## src/rtl/uart_tx_sched_if.sv

```systemverilog
// ============================================================================
// Module      : uart_tx_sched_if
// Description : Bundles the producer-side and UartTx-side signals of the
//               shared UART transmit scheduler.
//               slave  modport : scheduler view (producers in, UartTx out)
//               master modport : environment view (drives producers/READY)
//   p0_we/p0_data/p0_full : console port write strobe, byte, FIFO full
//   p1_we/p1_data/p1_full : loader/debug port write strobe, byte, FIFO full
//   ovf                   : sticky overflow flags, bit n for port n
//   tx_data/tx_we         : byte and one-cycle write strobe to UartTx
//   tx_ready              : UartTx READY
//   grant                 : port whose byte is currently in flight
// Revision    : 1.0 - initial release
// ============================================================================
`default_nettype none

interface uart_tx_sched_if;
  logic       p0_we;
  logic [7:0] p0_data;
  logic       p0_full;
  logic       p1_we;
  logic [7:0] p1_data;
  logic       p1_full;
  logic [1:0] ovf;
  logic [7:0] tx_data;
  logic       tx_we;
  logic       tx_ready;
  logic       grant;

  modport slave (
    input  p0_we, p0_data, p1_we, p1_data, tx_ready,
    output p0_full, p1_full, ovf, tx_data, tx_we, grant
  );

  modport master (
    output p0_we, p0_data, p1_we, p1_data, tx_ready,
    input  p0_full, p1_full, ovf, tx_data, tx_we, grant
  );
endinterface

`default_nettype wire

```

## src/rtl/uart_tx_sched.sv

```systemverilog
// ============================================================================
// Module      : uart_tx_sched
// Description : Shares one UART transmitter between two byte producers
//               (port 0 = CPU console, port 1 = loader/debug status). Each
//               port has a small FIFO; a round-robin scheduler hands bytes
//               one at a time to UartTx and keeps a single byte in flight.
// Ports       : clk, rst (synchronous, active high)
//               bus (uart_tx_sched_if.slave): producer writes, full flags,
//               sticky overflow, UartTx DATA/WE/READY and current grant.
// Parameters  : DEPTH_LOG - log2 of per-port FIFO depth
// Macro       : UART_TX_CRLF_EN - when defined, a head byte 8'h0A is sent
//               as 8'h0D followed by 8'h0A from the same port.
// Revision    : 1.0 - initial release
// ============================================================================
`default_nettype none

module uart_tx_sched #(
  parameter int DEPTH_LOG = 2
) (
  input  logic           clk,
  input  logic           rst,
  uart_tx_sched_if.slave bus
);

  localparam int unsigned            c_depth     = 1 << DEPTH_LOG;
  localparam logic [DEPTH_LOG:0]     c_depth_cnt = c_depth[DEPTH_LOG:0];

  typedef enum logic [1:0] {
    IDLE    = 2'd0,
    WAIT_LO = 2'd1,
    WAIT_HI = 2'd2
  } state_t;

  state_t     r_state;
  state_t     w_state_next;

  logic [1:0] w_we;
  logic [7:0] w_wdata [2];
  logic [7:0] w_head  [2];
  logic [1:0] w_empty;
  logic [1:0] w_full;
  logic [1:0] w_pop;

  logic       w_issue;
  logic       w_port;
  logic       w_rr_port;
  logic [7:0] w_issue_data;

  logic       r_tx_we;
  logic [7:0] r_tx_data;
  logic       r_grant;
  logic       r_last;
  logic [1:0] r_ovf;

  assign w_we       = {bus.p1_we, bus.p0_we};
  assign w_wdata[0] = bus.p0_data;
  assign w_wdata[1] = bus.p1_data;

  // ---------------------------------------------------------------- FIFOs
  for (genvar gi = 0; gi < 2; gi++) begin : g_fifo
    logic [7:0]           r_mem [c_depth];
    logic [DEPTH_LOG-1:0] r_wr_ptr;
    logic [DEPTH_LOG-1:0] r_rd_ptr;
    logic [DEPTH_LOG:0]   r_count;
    logic                 w_push;

    assign w_full[gi]  = (r_count == c_depth_cnt);
    assign w_empty[gi] = (r_count == '0);
    assign w_push      = w_we[gi] & ~w_full[gi];
    assign w_head[gi]  = r_mem[r_rd_ptr];

    always_ff @(posedge clk) begin
      if (w_push) begin
        r_mem[r_wr_ptr] <= w_wdata[gi];
      end
    end

    // Pointers wrap naturally at DEPTH_LOG bits.
    always_ff @(posedge clk) begin
      if (rst) begin
        r_wr_ptr <= '0;
        r_rd_ptr <= '0;
        r_count  <= '0;
      end else begin
        if (w_push) begin
          r_wr_ptr <= r_wr_ptr + 1'b1;
        end
        if (w_pop[gi]) begin
          r_rd_ptr <= r_rd_ptr + 1'b1;
        end
        case ({w_push, w_pop[gi]})
          2'b10:   r_count <= r_count + 1'b1;
          2'b01:   r_count <= r_count - 1'b1;
          default: ;
        endcase
      end
    end
  end

  // Both non-empty: alternate away from the last served port.
  // Otherwise serve whichever one holds data.
  assign w_rr_port = (~w_empty[0] & ~w_empty[1]) ? ~r_last : ~w_empty[1];

`ifdef UART_TX_CRLF_EN
  logic [1:0] r_cr_sent;
  logic [1:0] w_cr_set;
  logic [1:0] w_cr_clr;
`endif

  // ------------------------------------------------------ scheduler FSM
  always_ff @(posedge clk) begin
    if (rst) begin
      r_state <= IDLE;
    end else begin
      r_state <= w_state_next;
    end
  end

  always_comb begin
    w_state_next = r_state;
    w_issue      = 1'b0;
    w_port       = 1'b0;
    w_pop        = 2'b00;
    w_issue_data = 8'h00;
`ifdef UART_TX_CRLF_EN
    w_cr_set     = 2'b00;
    w_cr_clr     = 2'b00;
`endif
    case (r_state)
      IDLE: begin
        if (bus.tx_ready && (w_empty != 2'b11)) begin
          w_issue      = 1'b1;
          w_state_next = WAIT_LO;
`ifdef UART_TX_CRLF_EN
          // A port that already sent its CR owns the next slot for the LF.
          if (r_cr_sent[0]) begin
            w_port = 1'b0;
          end else if (r_cr_sent[1]) begin
            w_port = 1'b1;
          end else begin
            w_port = w_rr_port;
          end
          if ((w_head[w_port] == 8'h0A) && !r_cr_sent[w_port]) begin
            w_issue_data     = 8'h0D;
            w_cr_set[w_port] = 1'b1;
          end else begin
            w_issue_data     = w_head[w_port];
            w_pop[w_port]    = 1'b1;
            w_cr_clr[w_port] = 1'b1;
          end
`else
          w_port        = w_rr_port;
          w_issue_data  = w_head[w_port];
          w_pop[w_port] = 1'b1;
`endif
        end
      end
      WAIT_LO: begin
        if (!bus.tx_ready) begin
          w_state_next = WAIT_HI;
        end
      end
      WAIT_HI: begin
        if (bus.tx_ready) begin
          w_state_next = IDLE;
        end
      end
      default: w_state_next = IDLE;
    endcase
  end

  // -------------------------------------------------- registered outputs
  always_ff @(posedge clk) begin
    if (rst) begin
      r_tx_we   <= 1'b0;
      r_tx_data <= 8'h00;
      r_grant   <= 1'b0;
      r_last    <= 1'b1;
      r_ovf     <= 2'b00;
    end else begin
      r_tx_we <= w_issue;
      if (w_issue) begin
        r_tx_data <= w_issue_data;
        r_grant   <= w_port;
        r_last    <= w_port;
      end
      // Full is the pre-edge state, so a same-cycle pop never rescues it.
      r_ovf <= r_ovf | (w_we & w_full);
    end
  end

`ifdef UART_TX_CRLF_EN
  always_ff @(posedge clk) begin
    if (rst) begin
      r_cr_sent <= 2'b00;
    end else begin
      r_cr_sent <= (r_cr_sent | w_cr_set) & ~w_cr_clr;
    end
  end
`endif

  assign bus.p0_full = w_full[0];
  assign bus.p1_full = w_full[1];
  assign bus.ovf     = r_ovf;
  assign bus.tx_data = r_tx_data;
  assign bus.tx_we   = r_tx_we;
  assign bus.grant   = r_grant;

endmodule

`default_nettype wire

```

## src/flat_wrapper.sv

```systemverilog
// flat-port wrapper written by rule: the top's interface ports become plain ports
module uart_tx_sched_flat 
#(
  parameter int DEPTH_LOG = 2
)
  (clk, rst, bus_p0_we, bus_p0_data, bus_p1_we, bus_p1_data, bus_tx_ready, bus_p0_full, bus_p1_full, bus_ovf, bus_tx_data, bus_tx_we, bus_grant);
  uart_tx_sched_if bus_i ();
  input  logic clk;
  input  logic rst;
  input wire logic [$bits(bus_i.p0_we)-1:0] bus_p0_we;
  input wire logic [$bits(bus_i.p0_data)-1:0] bus_p0_data;
  input wire logic [$bits(bus_i.p1_we)-1:0] bus_p1_we;
  input wire logic [$bits(bus_i.p1_data)-1:0] bus_p1_data;
  input wire logic [$bits(bus_i.tx_ready)-1:0] bus_tx_ready;
  output wire logic [$bits(bus_i.p0_full)-1:0] bus_p0_full;
  output wire logic [$bits(bus_i.p1_full)-1:0] bus_p1_full;
  output wire logic [$bits(bus_i.ovf)-1:0] bus_ovf;
  output wire logic [$bits(bus_i.tx_data)-1:0] bus_tx_data;
  output wire logic [$bits(bus_i.tx_we)-1:0] bus_tx_we;
  output wire logic [$bits(bus_i.grant)-1:0] bus_grant;
  assign bus_i.p0_we = bus_p0_we;
  assign bus_i.p0_data = bus_p0_data;
  assign bus_i.p1_we = bus_p1_we;
  assign bus_i.p1_data = bus_p1_data;
  assign bus_i.tx_ready = bus_tx_ready;
  assign bus_p0_full = bus_i.p0_full;
  assign bus_p1_full = bus_i.p1_full;
  assign bus_ovf = bus_i.ovf;
  assign bus_tx_data = bus_i.tx_data;
  assign bus_tx_we = bus_i.tx_we;
  assign bus_grant = bus_i.grant;
  uart_tx_sched #(.DEPTH_LOG(DEPTH_LOG)) u_core (.clk(clk), .rst(rst), .bus(bus_i));
endmodule
```

## config.mk

```make
export PLATFORM = sky130hd
export DESIGN_NAME = uart_tx_sched_flat
export DESIGN_NICKNAME = d
export VERILOG_FILES = /design/src/rtl/uart_tx_sched_if.sv /design/src/rtl/uart_tx_sched.sv /design/src/flat_wrapper.sv
export SDC_FILE = /design/constraint.sdc
export NUM_CORES = 1
export LEC_CHECK = 0
export BUFFER_PORTS_ARGS = -buffer_cell sky130_fd_sc_hd__buf_4
export CAP_MARGIN = 20
export CORE_MARGIN = 2
export CORE_UTILIZATION = 35
export DETAILED_ROUTE_END_ITERATION = 8
export PLACE_DENSITY = 0.59
export RECOVER_POWER = 50
export SYNTH_ARGS = -nofsm -noshare
export SYNTH_HDL_FRONTEND = slang
export SYNTH_SLANG_ARGS = --single-unit
```

## constraint.sdc

```tcl
create_clock -name clk -period 3.6 [get_ports clk]
set_input_delay 0.72 -clock clk [delete_from_list [all_inputs] [get_ports clk]]
set_output_delay 0.72 -clock clk [all_outputs]
set_load 0.005 [all_outputs]
```

==> results.ini <==
[global_route]
grt_pass1_wl_um=10600
antenna_found_initial=0
grt-ovfl-total=0
grt_start_max_net_pins=33
first_global_vias=2018
grt_util_all_layers=0.124

[sta]
period_share=0.728
fmax_mhz=382
period_needed_ps=2620
finalSetupTns_ps=0
hold_ws_ps=460
final-setup-viol-count=0
slew_headroom=0.105
rsz0062_at_grt=false
hold_viol_final=0
drv_slew=0
fin_skew_ps=12.1
worst_slew_pin_slew_ps=1340

[drt]
drc=0
drtIter0Drc=135
first_pass_iters=4
vias=1991
avgViaCountPerCell=4.70
finalWirelength_um=6690
wl_per_cell_um=15.8
drtAntennaViolNets=0

[clock_network]
cts_hold_buf=0
clockBufferDepth=2
cts_resized=0
clk_pin_slew_ps=90
cts_root_buffer=clkbuf_8
postCtsSetupBuffers=0
cts_max_level=3
tritoncts=yes
clock_latency_ps=360
cts.sinks=97
numCtsBuffers=9

[layout]
fill_cells=1039
stdcell_count=424
drive_gt1_frac=0.190
nNetsFinal=313
syn2layout_area_growth_pct=12.2
mostFrequentLayoutCell=edfxtp_1
most-common-layout-cells=edfxtp_1 (64), dfxtp_1 (33), nor2_1 (19), clkbuf_1 (19), a21oi_1 (17)
antenna_cells=0
fin_util=0.400
final_area_mm2=0.00430

[critical_path]
reg2reg_slack_ps=980
crit_path_cell_trace=or3_1 > a211oi_2 > buf_4 > ha_1 > inv_1 > fa_1 > xor2_1 > or3_1 > a21oi_1
path_delay_family=simple AND/OR/NAND/NOR gates
r2r_cells=9
crit_type=reg2reg
crit_path_end_kind=flop
path_max_fanout=11
worstPathArrival_ps=2890
cpMaxStageDelayCell=or3_1
cp.buffers_inverters=2
cp.required_ps=3870
cpPeakStageDelay_ps=500
reg2reg_from=u_core.g_fifo[1].r_count[1]
cp_common_cell=or3_1
reg2reg_to=u_core.g_fifo[0].r_count[2]
crit_path_start_kind=flop

[hold_path]
hp-start=u_core.bus.tx_data[2]
min_path_cells=2
holdCritPathClass=reg2reg
min_to=u_core.bus.tx_data[2]

[power]
leakage_nw=1.46
p_per_area_mw_per_mm2=697
ir_drop_mv=0.224

[yosys]
syn_nets=279
synthDistinctLibCells=33
ys_ff_latch=97
syn-instance-count=246
ys_warn_count=0
synth_seq_area_share=0.674
syn_area_mm2=0.00383
avgSynthCellArea_um2=15.6

[floorplanning]
die_area_mm2=0.0118
die_w_um=109
boundaryPins=35
die_y_um=109
rows=38
initial_core_util=0.357
coreArea_mm2=0.0107

[place]
dp.cells=408
place_area_mm2=0.00418
gp_congestion=0.731
io_buffers=34
hpwl_um=4580

[status]
status=completed

[job]
drv_cap=0

power by group:
group	leakage (nW)	internal [mW]	switching [mW]
clock	0.0929	0.315	0.340
combinational	0.505	0.396	0.399
sequential	0.857	1.38	0.163
total	1.46	2.09	0.902
worst max path at each step:
stage               depth (start not counted)                          end                         from  slack, ps
finish                                      9  u_core.g_fifo[0].r_count[2]  u_core.g_fifo[1].r_count[1]        980
floorplan                                   9  u_core.g_fifo[0].r_count[2]                 bus_tx_ready        850
global placement                           10  u_core.g_fifo[0].r_count[2]                 bus_tx_ready        720
detailed placement                         10  u_core.g_fifo[0].r_count[2]                 bus_tx_ready        650
CTS                                         9  u_core.g_fifo[0].r_count[2]  u_core.g_fifo[1].r_count[1]       1020
global route                                9  u_core.g_fifo[0].r_count[2]  u_core.g_fifo[1].r_count[1]        860
logic make-up (layout without fill, tap and decap cells):
group | Yosys count | count (layout) | synth area share
flops | 97 | 97 | 0.674
simple gates | 50 | 50 | 0.0670
compound gates | 33 | 33 | 0.0575
buf+inv | 26 | 64 | 0.0362
mux | 18 | 18 | 0.0993
fa+ha+maj | 12 | 12 | 0.0431
xor+xnor | 10 | 10 | 0.0229
area by class of cell:
type                    count  area, um^2  area share
inverters                  13        48.8      0.0114
repair buffers             36         206      0.0480
clock buffers              11         131      0.0306
well taps                 140         175      0.0407
flip-flops and latches     97        2580       0.601
clock inverters             4        45.0      0.0105
multi-input cells         123        1110       0.258
metrics by stage:
stage	power, mW	worst slack (ps)
floorplan	2.14	854
global placement	2.36	718
detailed placement	2.38	650
CTS	3.03	1020
global route	3.19	856
finish	3.00	980
Yosys cell counts, drive strengths merged:
library cell,count,area [um^2]
edfxtp,64,1920
dfxtp,33,661
nor2,19,71.3
a21oi,17,85.1
mux4,16,360
inv,13,48.8
buf,10,78.8
ha,10,125
and2,8,50.1
a22oi,7,52.6
nand2,7,26.3
xnor2,5,43.8
xor2,5,43.8
clkbuf,3,11.3
nand3b,3,22.5
nor3b,3,22.5
or3,3,18.8
fa,2,40.0
mux2i,2,20.0
nor2b,2,12.5
nor3,2,10.0
o21ai,2,10.0
o31ai,2,15.0
a211o,1,10.0
a211oi,1,12.5
a21bo,1,10.0
a32oi,1,8.76
and3,1,7.51
nand4,1,6.26
o41ai,1,16.3
or3b,1,8.76
worst register-to-register path: cells and delay by family (launching register included):
kind,cells,cell delay (ps)
AND/OR/NAND/NOR,2,810
adder cells (fa/ha/maj),2,570
AO/OA/AOI/OAI,2,400
flip-flops,1,340
buffers and inverters,2,270
XOR/XNOR,1,160
flip-flops by register name, summed over array words and instances (netlist names), named ones only:
name,count
u_core.g_fifo.r_rd_ptr,4
u_core.r_state,2
u_core.g_fifo.r_wr_ptr,4
u_core.bus.tx_data,8
u_core.r_last,1
u_core.g_fifo.r_count,6
u_core.bus.grant,1
u_core.g_fifo.r_mem,64
u_core.bus.tx_we,1
u_core.bus.ovf,2
routing by layer:
metal,share of wire,GRT usage
met5,0,0
met4,0.015,0.0495
met3,0.029,0.0323
met2,0.49,0.196
met1,0.47,0.164
Power figures use the tool's default switching activity.
